--- src/rtl/hack_mem_arbiter.sv ---
// hack_mem_arbiter: N-channel SDRAM command arbiter with a real-time display window, round-robin fairness and in-order read-return routing
//   clk50, reset                 : clock, asynchronous active-low reset
//   req, we, addr, wdata         : per-channel requests, channel i packed at [i*W +: W]
//   rt_window                    : while high only channel-0 reads may be granted
//   ack, rvalid, rdata           : grant pulse, read-return pulse, returned data
//   mem_cmd_valid .. mem_wdata   : held command toward the memory port (mem_ready accepts)
//   mem_rvalid, mem_rdata        : in-order read returns from memory
//   busy, err_orphan             : activity flag, sticky unmatched-return flag
module hack_mem_arbiter #(
  parameter int CH = 4,
  parameter int AW = 20,
  parameter int DW = 16,
  parameter int RD_DEPTH = 4
) (
  input  logic             clk50,
  input  logic             reset,
  input  logic [CH-1:0]    req,
  input  logic [CH-1:0]    we,
  input  logic [CH*AW-1:0] addr,
  input  logic [CH*DW-1:0] wdata,
  input  logic             rt_window,
  output logic [CH-1:0]    ack,
  output logic [CH-1:0]    rvalid,
  output logic [DW-1:0]    rdata,
  output logic             mem_cmd_valid,
  input  logic             mem_ready,
  output logic             mem_we,
  output logic [AW-1:0]    mem_addr,
  output logic [DW-1:0]    mem_wdata,
  input  logic             mem_rvalid,
  input  logic [DW-1:0]    mem_rdata,
  output logic             busy,
  output logic             err_orphan
);
  localparam int TW = $clog2(CH);
  localparam int PW = $clog2(RD_DEPTH) + 1;
  typedef enum logic {IDLE, ISSUE} state_t;
  state_t state;
  logic [TW-1:0] rr, mem_ch, win, k;
  logic [PW-1:0] wp, rp;
  logic [TW-1:0] tags [RD_DEPTH];
  logic [CH-1:0] elig;
  logic found, full, empty, push;
  assign empty = wp == rp;
  assign full = (wp[PW-1] != rp[PW-1]) && (wp[PW-2:0] == rp[PW-2:0]);
  assign push = state == ISSUE && mem_ready && !mem_we;
  assign mem_cmd_valid = state == ISSUE;
  assign busy = mem_cmd_valid || !empty;
  // Channel 0 has absolute priority; otherwise scan 1..CH-1 starting at rr.
  always_comb begin
    elig = '0;
    for (int i = 0; i < CH; i++)
      elig[i] = req[i] && (we[i] ? !rt_window : !full) && (i == 0 || !rt_window);
    found = elig[0];
    win = '0;
    k = rr;
    for (int j = 0; j < CH - 1; j++) begin
      if (!found && elig[k]) begin
        found = 1'b1;
        win = k;
      end
      k = (k == TW'(CH - 1)) ? TW'(1) : k + 1'b1;
    end
  end
  always_ff @(posedge clk50 or negedge reset)
    if (!reset) begin
      state <= IDLE;
      rr <= TW'(1);
      mem_ch <= '0;
      mem_we <= 1'b0;
      mem_addr <= '0;
      mem_wdata <= '0;
      ack <= '0;
      rvalid <= '0;
      rdata <= '0;
      err_orphan <= 1'b0;
      wp <= '0;
      rp <= '0;
    end else begin
      ack <= '0;
      rvalid <= '0;
      if (state == IDLE && found) begin
        state <= ISSUE;
        mem_ch <= win;
        mem_we <= we[win];
        mem_addr <= addr[win*AW +: AW];
        mem_wdata <= wdata[win*DW +: DW];
        ack[win] <= 1'b1;
        if (win != '0) rr <= (win == TW'(CH - 1)) ? TW'(1) : win + 1'b1;
      end else if (state == ISSUE && mem_ready) state <= IDLE;
      if (push) wp <= wp + 1'b1;
      // A return with no outstanding tag is dropped and flagged.
      if (mem_rvalid) begin
        rdata <= mem_rdata;
        if (empty) err_orphan <= 1'b1;
        else begin
          rvalid[tags[rp[PW-2:0]]] <= 1'b1;
          rp <= rp + 1'b1;
        end
      end
    end
  always_ff @(posedge clk50)
    if (push) tags[wp[PW-2:0]] <= mem_ch;
endmodule

--- config.mk ---
export PLATFORM = sky130hd
export DESIGN_NAME = hack_mem_arbiter
export DESIGN_NICKNAME = d
export VERILOG_FILES = /design/src/rtl/hack_mem_arbiter.sv
export SDC_FILE = /design/constraint.sdc
export NUM_CORES = 1
export LEC_CHECK = 0
export ABC_AREA = 1
export CAP_MARGIN = 40
export CORE_ASPECT_RATIO = 1.5
export CORE_MARGIN = 2
export CORE_UTILIZATION = 46
export CTS_BUF_LIST = sky130_fd_sc_hd__clkbuf_4
export DETAILED_ROUTE_END_ITERATION = 7
export PLACE_DENSITY = 0.89
export SLEW_MARGIN = 20
export SYNTH_ARGS = -nofsm -noshare
export SYNTH_HDL_FRONTEND = slang
export SYNTH_SLANG_ARGS = --single-unit
--- constraint.sdc ---
create_clock -name clk50 -period 5.04 [get_ports clk50]
set_input_delay 0.504 -clock clk50 [delete_from_list [all_inputs] [get_ports clk50]]
set_output_delay 0.504 -clock clk50 [all_outputs]
set_load 0.01 [all_outputs]
# After elaboration in Yosys (flattened, before gate mapping)

Memories as Yosys holds them, arrays and structs flattened.
Cells that the tools add are included.

Bits in registers: 73
RAM bits: 8
Bits of input ports: 173
Output and inout port bits: 64
Logic and storage cells: 97
Memories kept: 1

Add/sub/neg operators: 5
$mul: 1
Order comparisons: 7
Eq/ne operators: 6
Shift operators: 2
Multiplexer cells: 32
Bitwise gates (word level): 2
Reductions and logical operators: 29

Memory list:

| memory | words | width | read ports | clocked after Yosys merged registers in | wr ports | line | source |
|---|---|---|---|---|---|---|---|
| tags   | 4     | 2     | 1          | 0                                       | 1        | 41   | `logic [TW-1:0] tags [RD_DEPTH];` |

Operator list:

| cell                                                                                 | count |
|---|---|
| 80-bit by 8-bit variable part select with 20-bit output                              | 1 |
| 64-bit by 7-bit variable part select with 16-bit output                              | 1 |
| 1-bit 2-to-1 mux                                                                     | 17 |
| 1-bit logical AND                                                                    | 16 |
| 2-bit by 3-bit < comparator with 1-bit output (second input constant)                | 5 |
| 2-bit 2-to-1 mux                                                                     | 6 |
| 4-bit 2-to-1 mux                                                                     | 3 |
| 1-bit binary-select mux with 2-bit select                                            | 4 |
| 1-bit zero test                                                                      | 7 |
| 2-bit by 1-bit adder with 2-bit output (second input constant)                       | 3 |
| 3-bit by 1-bit adder with 3-bit output (second input constant)                       | 2 |
| 2-bit == test (second input constant)                                                | 3 |
| 2-bit AND reduction                                                                  | 3 |
| 2-bit by 3-bit multiplier with 5-bit output (second input constant)                  | 1 |
| 1-bit demux with 2-bit select                                                        | 2 |
| 2-bit by 1-bit greater-or-equal comparator with 1-bit output (second input constant) | 2 |
| 2-bit nonzero test                                                                   | 2 |
| 3-bit == test                                                                        | 1 |
| 2-bit == test                                                                        | 1 |
| 1-bit inverter                                                                       | 2 |
| 1-bit logical OR                                                                     | 1 |
| 1-bit != test                                                                        | 1 |

# Depth between registers and ports, before layout

Gate-level depths: netlist of the first run.

Depth after elaboration: 21
Mapped depth: 18
Depth with buffers taken out: 17

# Worst setup path before layout of the first run

OpenSTA, ideal clock, no wires.

Path type: register -> register
Start: register rr[0]
End: register mem_addr[11]
Setup time: 124 ps
Arrival: 2,089 ps
Required time: 4,916 ps
Slack: 2,827 ps
Stages on the path, launching flop included: 15
Buffers on the path: 2
Cell sequence: dfstp_2 inv_1 ha_1 inv_1 nand2_1 nand3b_1 nand2_1 inv_2 nand2_2 o21ai_4 inv_2 buf_6 buf_6 nand3_1 nand3_1

Cells in the longest elaborated chain, start to end: 12
Elaborated cells on any way between the ends: 26

Ends and longest elaborated chain:

| element                                                                                              | line | source |
|---|---|---|
| start: declaration                                                                                   | 39   | `logic [TW-1:0] rr, mem_ch, win, k;` |
| start signal: assignment                                                                             | 89   | `if (win != '0) rr <= (win == TW'(CH - 1)) ? TW'(1) : win + 1'b1;` |
| parallel branches: the longest is 12 deep, another holds 2-bit by 3-bit multiplier with 5-bit output | n/a  |  |
| end signal: assignment                                                                               | 86   | `mem_addr <= addr[win*AW +: AW];` |
| end: declaration                                                                                     | 28   | `output logic [AW-1:0] mem_addr,` |

Parallel ways; which one is timed is not known. The select of a mux whose other input is x is not followed.
A chain may end at the register's enable or synchronous reset.

# Final worst setup path of the first run

Start: register rr[0]
End: register rr[1]

Cells in the longest elaborated chain, start to end: 12
Elaborated cells on any way between the ends: 29

Ends and longest elaborated chain:

| element |
|---|
| parallel branches: the longest is 12 deep, another holds 2-bit by 1-bit adder with 2-bit output |

Parallel ways; which one is timed is not known. The select of a mux whose other input is x is not followed.

==> run_results.csv, run 1 <==
group,metric,value,unit
global_routing,grt_usage,0.277,
logic_synthesis,synth.yosys.warnings,0,
global_routing,grtUsageMet1,0.307,
critical_path,max_stage_delay,0.61,ns
drt,initialDrtViolationCount,291,
critical_path,worstReg2RegEnd,"rr[1]",
logic_synthesis,netlist_area,0.00493,mm2
drt,vias,5333,
cells_and_area,finalNonFillerCells,1018,
critical_path,cpMostUsedCell,"nand2_1",
drt,drt_wl_total,15900,um
critical_path,critical_path_required,5.41,ns
placed_design,placed_area,0.00735,mm2
timing,holdWs,0.479,ns
drt,ant_nets,0,
status,status,"complete, no violations",
logic_synthesis,synth.most_common_cell,"nand2_1",
cells_and_area,layout-drive-gt1-share,0.0687,
clock_network,h-tree-depth,3,
timing,hold_viol_final,0,
logic_synthesis,postSynthCellCount,650,
timing,tns,0,ns
logic_synthesis,synth_top_area_share,0.365,
timing,fin_crit,3.43,ns
timing,maxSlewViolCount,0,
logic_synthesis,yosysSeqAreaShare,0.419,
global_routing,grtUsageMet2,0.486,
critical_path,startpoint_type,"register",
drt,drt_pass1_iterations,7,
logic_synthesis,synth_ff_type,"dfrtp_1",
clock_network,clk_latency,0.47,ns
clock_network,cts_buffer_depth,2,
timing,setup_violations,0,
timing,tightest_slew,0.820,ns
floorplanning,die_w,88.6,um
global_routing,gr-usage-met3,0.0773,
global_routing,grt_pass1_wl,24900,um
cells_and_area,nets,1048,
min_path,holdCritPathClass,"input pin to asynchronous set/reset pin",
timing,grt_setup_unrepaired,"no",
drt,drc_errors,0,
power,p_leak,0.00350,uW
clock_network,cts_setup_buffers,0,
timing,max_freq,0.292,GHz
clock_network,cts_tree,"done",
critical_path,endpoint_kind,"register",
clock_network,cts_sinks,81,
clock_network,cts_buffers,9,
timing,fin_crit_sh,0.680,
power,peakVddDrop,0.555,mV
global_routing,grt.busiest_layer,"met2",
critical_path,arrival,3.80,ns
critical_path,crit_slowest_cell,"dfstp_2",
logic_synthesis,synth-edff-count,8,
power,p_per_area,612,mW/mm2
floorplanning,io_pins,237,
critical_path,worstSetupPathType,"register to register",
drt,viasPerCell,5.24,
placed_design,dp_hpwl,11600,um
logic_synthesis,synth_top_area_cell,"dfrtp_1",
logic_synthesis,ys_seq_elements,81,
critical_path,regToRegSetupSlack,1.61,ns
critical_path,r2r-start,"rr[0]",
timing,fin_worst_skew,0.0186,ns
logic_synthesis,synth_common_cells,"nand2_1, nand3_1, dfrtp_1",
global_routing,antenna_found_initial,1,
job,maxCapViolCount,0,
clock_network,root_buffer,"clkbuf_4",
logic_synthesis,async_reset_ff_frac,0.901,
logic_synthesis,ys_types,32,
logic_synthesis,synth_nets,830,
floorplanning,num_rows,46,
critical_path,path_max_fanout,39,
cells_and_area,utilization,0.713,
logic_synthesis,syn_avg_cell_area,7.59,um2
floorplanning,dieArea,0.0116,mm2
placed_design,io_buffers,236,
global_routing,grt_overflow,0,
global_routing,grt_pass1_vias,5235,
critical_path,reg2reg_depth,14,
floorplanning,fp.dieH,131,um
clock_network,clk_pin_slew,0.16,ns
timing,relSlewSlack,0.452,
placed_design,finalWeightedCongestion,0.858,
logic_synthesis,synthTopCellsByArea,"dfrtp_1, nand3_1, nand2_1",
cells_and_area,fin_area,0.00751,mm2
drt,wl_per_cell,15.6,um
floorplanning,coreArea,0.0105,mm2
floorplanning,start_util,0.468,
global_routing,grt_start_max_net_pins,50,
placed_design,placed_cells,999,
critical_path,path_cells,"inv_1 -> ha_1 -> inv_1 -> nand2_1 -> nand3b_1 -> nand2_1 -> inv_2 -> nand2_2 -> o21ai_4 -> inv_2 -> nand2_1 -> nand3_1 -> nand2_1 -> inv_1",
cells_and_area,syn2layout_area_growth,52.2,%
-- critical path: cells and delay by family (launching register included) --
family	cells	cell delay [ns]
AO/OA/AOI/OAI	1	0.60
flip-flops	1	0.61
buffers and inverters	5	0.89
adder cells (fa/ha/maj)	1	0.35
AND/OR/NAND/NOR	7	0.88
-- final cells by class --
cell class	instances	area, um2
Tap cell	144	180
Inverter	66	248
Timing Repair Buffer	248	2500
Sequential cell	81	2070
Clock buffer	9	67.6
Multi-Input combinational cell	462	2380
Clock inverter	7	70.1
Antenna cell	1	2.50
Fill cell	844	3020
-- cell families after synthesis --
| family | share of synthesized area |
|---|---|
| compound gates | 0.0175 |
| xor+xnor | 0.0104 |
| fa+ha+maj | 0.0178 |
| buf+inv | 0.102 |
| flops | 0.419 |
| mux | 0.0365 |
| simple gates | 0.397 |
-- state kept, by name, indices dropped and copies added (netlist names), 2 cells and up --
signal     flops
wp             3
mem_ch         2
rdata         16
tags           8
ack            4
mem_wdata     16
rvalid         4
rp             3
mem_addr      20
rr             2
-- cells in the final DEF, fill, tap and decap left out, types with 2 or more instances in the layout --
cell type        count
nand3_1            158
nor2_1              20
a21oi_1              3
xor2_1               4
o21ai_0              4
inv_2                3
nand2_1            189
nand2_2              4
nor2_4               3
buf_4                9
buf_16               2
nor2_2               2
mux2_2              16
clkdlybuf4s50_1    235
inv_1               63
edfxtp_1             8
clkbuf_4             9
ha_1                 7
nand4_1              6
inv_8                4
dfrtp_1             72
nand3b_1            37
-- stage by stage --
stage	power, uW	worst slack, ns
2_1_floorplan	3230	2.83
3_3_place_gp	4070	1.38
3_5_place_dp	4190	1.41
4_1_cts	4590	1.65
5_1_grt	5020	1.34
6_report	4590	1.61
-- layer usage --
layer / routed length, um / vias to the layer above
met1: 5700 / 2477
met3: 1210 / 48
li1: - / 2549
met5: 0 / -
met4: 575 / 0
met2: 8370 / 259
-- timing repair --
action,4_1_cts,5_1_grt
hold buffers,1,0
hold endpoints to repair,25,0
gates resized for setup,0,0
-- where the power goes --
part	leakage, uW	internal (uW)	switching [uW]
clock network	0.0000744	118	277
logic	0.00247	1210	1910
registers	0.000964	932	154
total	0.00350	2260	2340
-- worst max-delay path by stage --
stage	start	endpoint	slack, ns	depth (start not counted)
2_1_floorplan	rr[0]	mem_addr[11]	2.83	14
3_3_place_gp	rt_window	mem_addr[2]	1.38	13
3_5_place_dp	we[0]	rr[1]	1.41	14
4_1_cts	rr[0]	rr[1]	1.65	14
5_1_grt	rr[0]	rr[1]	1.34	14
6_report	rr[0]	rr[1]	1.61	14
Note: power is estimated with default switching activity, not from simulation.
==> run 2, diff against run 1 <==
--- a/config.mk
+++ b/config.mk
@@ -9,10 +9,10 @@
 export CAP_MARGIN = 40
 export CORE_ASPECT_RATIO = 1.5
 export CORE_MARGIN = 2
-export CORE_UTILIZATION = 46
+export CORE_UTILIZATION = 43
 export CTS_BUF_LIST = sky130_fd_sc_hd__clkbuf_4
 export DETAILED_ROUTE_END_ITERATION = 7
-export PLACE_DENSITY = 0.89
+export PLACE_DENSITY = 0.84
 export SLEW_MARGIN = 20
 export SYNTH_ARGS = -nofsm -noshare
 export SYNTH_HDL_FRONTEND = slang
==> constraint.sdc (replaced) <==
create_clock -name clk50 -period 3.6 [get_ports clk50]
set_input_delay 0.36 -clock clk50 [delete_from_list [all_inputs] [get_ports clk50]]
set_output_delay 0.36 -clock clk50 [all_outputs]
set_load 0.01 [all_outputs]
==> run_results.csv, run 2 (synthesis gave the netlist of run 1 again) <==
group,metric,value,unit
critical_path,arrival,3.25,ns
critical_path,path_max_fanout,57,
drt,viasPerCell,5.14,
timing,hold_viol_final,0,
floorplanning,io_pins,237,
cells_and_area,top_register,"mem_addr",
cells_and_area,mostFrequentLayoutCell,"clkdlybuf4s50_1",
global_routing,grt_pass1_wl,24000,um
timing,tns,0,ns
drt,drt_wl_total,15400,um
clock_network,cts_tree,"done",
global_routing,antenna_found_initial,1,
timing,max_freq,0.350,GHz
clock_network,cts_buffers,9,
timing,setup_violations,0,
job,maxCapViolCount,0,
cells_and_area,ff_latch_area,0.00207,mm2
drt,initialDrtViolationCount,237,
floorplanning,fp.dieH,135,um
cells_and_area,syn2layout_area_growth,52.1,%
drt,ant_nets,0,
power,p_per_area,850,mW/mm2
drt,vias,5234,
clock_network,cts_resized,0,
cells_and_area,finalNonFillerCells,1018,
clock_network,root_buffer,"clkbuf_4",
status,status,"complete, no violations",
drt,drc_errors,0,
timing,grt_setup_unrepaired,"no",
placed_design,dp_hpwl,11500,um
clock_network,postCtsHoldBufs,1,
power,peakVddDrop,0.540,mV
drt,drt_pass1_iterations,6,
clock_network,cts_setup_buffers,0,
critical_path,worstSetupPathType,"register to register",
cells_and_area,fill_cells,933,
cells_and_area,top_regs,"mem_addr x20, mem_wdata x16, rdata x16",
timing,maxSlewViolCount,0,
critical_path,startpoint_type,"register",
clock_network,h-tree-depth,3,
floorplanning,dieArea,0.0124,mm2
placed_design,finalWeightedCongestion,0.855,
clock_network,clk_pin_slew,0.14,ns
cells_and_area,nets,1045,
power,p_leak,0.00349,uW
cells_and_area,layout-drive-gt1-share,0.0655,
critical_path,endpoint_kind,"register",
floorplanning,die_w,91.5,um
timing,tightest_slew,0.771,ns
floorplanning,start_util,0.444,
clock_network,cts_sinks,81,
timing,fin_crit_sh,0.793,
global_routing,grt_pass1_vias,4993,
timing,fin_crit,2.85,ns
global_routing,grt_overflow,0,
clock_network,cts_buffer_depth,2,
floorplanning,num_rows,47,
cells_and_area,multi_input_area,0.00238,mm2
critical_path,critical_path_required,4.00,ns
clock_network,clk_latency,0.44,ns
floorplanning,coreArea,0.0111,mm2
timing,relSlewSlack,0.485,
cells_and_area,layout_common_cells,"clkdlybuf4s50_1, nand2_1, nand3_1",
timing,fin_worst_skew,0.0105,ns
min_path,holdCritPathClass,"input pin to asynchronous set/reset pin",
placed_design,io_buffers,236,
global_routing,grt_start_max_net_pins,75,
global_routing,grt_usage,0.246,
placed_design,placed_cells,1000,
power,fin_total_pwr,6380,uW
drt,wl_per_cell,15.1,um
cells_and_area,largest_reg_flops,20,
==> run 2: cell count changes in the layout (fill, tap and decap cells not counted) <==
| cell | delta |
|---|---|
| buf_12 | +2 |
| buf_16 | -1 |
| buf_4 | -3 |
| buf_6 | -1 |
| bufinv_16 | +1 |
| clkinvlp_4 | +2 |
| inv_6 | +1 |
| inv_8 | -4 |
==> run 2: worst max-delay path: stages (launching register included) <==
cell	delay, ns
dfstp_2	0.62
inv_1	0.11
ha_1	0.35
inv_1	0.16
nand2_1	0.10
nand3b_1	0.12
nand2_1	0.09
inv_2	0.07
nand4_1	0.13
nand2_2	0.38
buf_12	0.30
nand2_1	0.10
nand2_1	0.08
nand3_1	0.07
nand3_1	0.10
==> run 2: worst paths after layout <==
kind | startpoint | endpoint | slack, ns | depth (start not counted)
worst min register to register | err_orphan | err_orphan | 0.48 | 1
max in group asynchronous | reset | rr[0] | 2.62 | 3
worst max-delay path | rr[0] | mem_addr[8] | 0.75 | 14
worst min-delay path | reset | mem_addr[7] | 0.37 | 2
worst max register to register | rr[0] | mem_addr[8] | 0.75 | 14
min in group clk50 | err_orphan | err_orphan | 0.48 | 1
==> run 2: per-layer routing <==
| metal | part of all wire | vias to the layer above | GRT usage | wire, um |
|---|---|---|---|---|
| met2 | 0.53 | 255 | 0.452 | 8220 |
| met1 | 0.35 | 2388 | 0.258 | 5330 |
| met4 | 0.040 | 0 | 0.132 | 610 |
| met5 | 0 | - | 0 | 0 |
| met3 | 0.078 | 48 | 0.0534 | 1200 |
| li1 | - | 2543 | - | - |
==> run 2: power by group <==
group	switching, uW	leakage, uW	total [uW]	internal, uW
sequential	217	0.000964	1520	1310
combinational	2620	0.00245	4290	1670
clock	347	0.0000692	564	217
total	3180	0.00349	6380	3200
==> run 2: stage by stage <==
step | hold WS, ns | setup WS, ns | instance area, um2 | utilization
final | 0.372 | 0.747 | 7500 | 0.675
after floorplan | 0.0644 | 1.39 | 4930 | -
after CTS | 0.360 | 0.756 | 7500 | 0.675
after global placement | 0.440 | 0.717 | 7320 | 0.658
after global routing | 0.371 | 0.512 | 7500 | 0.675
after detailed placement | 0.318 | 0.638 | 7340 | 0.661
==> run 2: area by class of cell <==
class | count | area share
Inverter | 66 | 0.0330
Clock inverter | 7 | 0.0105
Tap cell | 147 | 0.0245
Sequential cell | 81 | 0.276
Clock buffer | 9 | 0.00901
Multi-Input combinational cell | 462 | 0.317
Timing Repair Buffer | 245 | 0.330
Antenna cell | 1 | 0.000334
==> run 3, diff against run 2 <==
==> constraint.sdc (replaced) <==
create_clock -name clk50 -period 2.75 [get_ports clk50]
set_input_delay 0.275 -clock clk50 [delete_from_list [all_inputs] [get_ports clk50]]
set_output_delay 0.275 -clock clk50 [all_outputs]
set_load 0.01 [all_outputs]
==> run_results.csv, run 3 (synthesis gave the netlist of run 1 again) <==
group,metric,value,unit
critical_path,reg2reg_depth,14,
drt,vias,5186,
global_routing,grt_pass1_vias,5063,
min_path,holdCritPathClass,"input pin to asynchronous set/reset pin",
drt,drc_errors,0,
cells_and_area,layout_common_cells,"clkdlybuf4s50_1, nand2_1, nand3_1",
timing,grt_setup_unrepaired,"no",
floorplanning,coreArea,0.0111,mm2
cells_and_area,top_register,"mem_addr",
cells_and_area,layout-drive-gt1-share,0.0772,
global_routing,grt_overflow,0,
timing,tightest_slew,0.453,ns
critical_path,worstReg2RegEnd,"mem_wdata[10]",
drt,viasPerCell,5.04,
floorplanning,num_rows,47,
status,status,"complete, no violations",
placed_design,dp_hpwl,11300,um
timing,setup_violations,0,
cells_and_area,fill_cells,895,
floorplanning,io_pins,237,
global_routing,grt_usage,0.241,
critical_path,max_stage_delay,0.61,ns
timing,fin_crit_sh,0.924,
timing,tns,0,ns
cells_and_area,multi_input_area,0.00238,mm2
critical_path,path_cells,"inv_1 -> ha_1 -> inv_2 -> nand2_1 -> nand3b_1 -> nand2_1 -> inv_2 -> nand4_1 -> buf_4 -> buf_4 -> nand3_1 -> nand2_1 -> nand3_1 -> nand3_1",
power,p_leak,0.00358,uW
critical_path,path_max_fanout,26,
placed_design,io_buffers,236,
critical_path,worstSetupPathType,"register to register",
power,peakVddDrop,0.616,mV
cells_and_area,top_regs,"mem_addr x20, mem_wdata x16, rdata x16",
timing,fin_worst_skew,0.0136,ns
critical_path,critical_path_required,3.06,ns
cells_and_area,ff_latch_area,0.00207,mm2
power,pwr-share-clk,0.089,
floorplanning,die_w,91.5,um
clock_network,cts_sinks,81,
clock_network,clk_latency,0.43,ns
floorplanning,start_util,0.444,
cells_and_area,syn2layout_area_growth,55.8,%
floorplanning,fp.dieH,135,um
global_routing,antenna_found_initial,1,
critical_path,regToRegSetupSlack,0.21,ns
drt,drt_pass1_iterations,4,
clock_network,cts_buffer_depth,2,
cells_and_area,largest_reg_flops,20,
global_routing,grt_start_max_net_pins,72,
cells_and_area,nets,1056,
power,p_per_area,1160,mW/mm2
placed_design,finalWeightedCongestion,0.887,
timing,max_freq,0.394,GHz
power,switching_share,0.475,
drt,ant_nets,0,
clock_network,h-tree-depth,3,
drt,drt_wl_total,15300,um
critical_path,endpoint_kind,"register",
drt,wl_per_cell,14.9,um
drt,initialDrtViolationCount,255,
clock_network,root_buffer,"clkbuf_4",
critical_path,startpoint_type,"register",
timing,fin_crit,2.54,ns
timing,hold_viol_final,0,
clock_network,cts_buffers,9,
critical_path,arrival,2.85,ns
job,maxCapViolCount,0,
critical_path,crit_end,"mem_wdata[10]",
clock_network,clk_pin_slew,0.13,ns
floorplanning,dieArea,0.0124,mm2
power,power.switching,4230,uW
timing,relSlewSlack,0.698,
power,comb_power_share,0.687,
power,internal-power,4670,uW
power,power_frac_seq,0.224,
global_routing,grt_pass1_wl,23800,um
timing,maxSlewViolCount,0,
cells_and_area,utilization,0.692,
critical_path,crit_slowest_cell,"dfstp_2",
cells_and_area,mostFrequentLayoutCell,"clkdlybuf4s50_1",
critical_path,r2r-start,"rr[0]",
clock_network,cts_tree,"done",
critical_path,crit_path_start,"rr[0]",
-- run 3: metal layers --
layer / routed length (um) / global-route usage / vias up / part of all wire
met5: 0 / 0 / - / 0
met4: 470 / 0.109 / 0 / 0.031
met3: 1060 / 0.0506 / 35 / 0.069
met2: 7990 / 0.441 / 221 / 0.52
met1: 5820 / 0.265 / 2372 / 0.38
li1: - / - / 2558 / -
-- run 3: metrics by stage --
stage	setup WS (ns)	std cells	instance area, um2	hold WS [ns]	total power, uW
after floorplan	0.537	650	4930	-0.0206	5930
after global placement	0.211	1005	7410	0.440	7790
after detailed placement	0.177	1006	7430	0.249	7870
after CTS	0.149	1023	7600	0.310	8680
after global routing	0.0261	1029	7690	0.329	9690
final	0.210	1029	7690	0.321	8890
-- run 3: final cells by class --
| class | count | share of cell area |
|---|---|---|
| tap | 147 | 0.0239 |
| clock inverter | 5 | 0.0104 |
| multi-input combinational | 462 | 0.310 |
| timing repair buffer | 256 | 0.343 |
| clock buffer | 11 | 0.0107 |
| inverter | 66 | 0.0322 |
| sequential | 81 | 0.269 |
| antenna | 1 | 0.000326 |
-- run 3: what timing repair did --
action,in CTS,in global routing
endpoints found under the hold margin,31,0
setup endpoints to repair,0,32
hold buffers,1,0
setup buffers,0,3
resized for setup,0,3
-- run 3: power by group through the flow --
stage          logic (uW)  clock network (uW)  registers [uW]
2_1_floorplan        3790                   0            2130
3_3_place_gp         5790                   0            2000
3_5_place_dp         5860                   0            2010
4_1_cts              5870                 816            1990
5_1_grt              6790                 859            2040
6_report             6110                 793            1990
-- run 3: critical path, delay by kind of cell (launching register included) --
kind	cells	cell delay [ns]
DFF	1	0.61
buffers and inverters	5	0.70
and+or+nand+nor	8	0.75
adders and majority gates	1	0.36
-- run 3: worst min-delay path by stage --
stage,from,endpoint,depth (start not counted)
global route,reset,mem_addr[4],2
global placement,err_orphan,err_orphan,1
floorplan,reset,ack[0],0
detailed placement,reset,mem_addr[4],1
CTS,reset,mem_addr[11],2
finish,reset,mem_addr[4],2
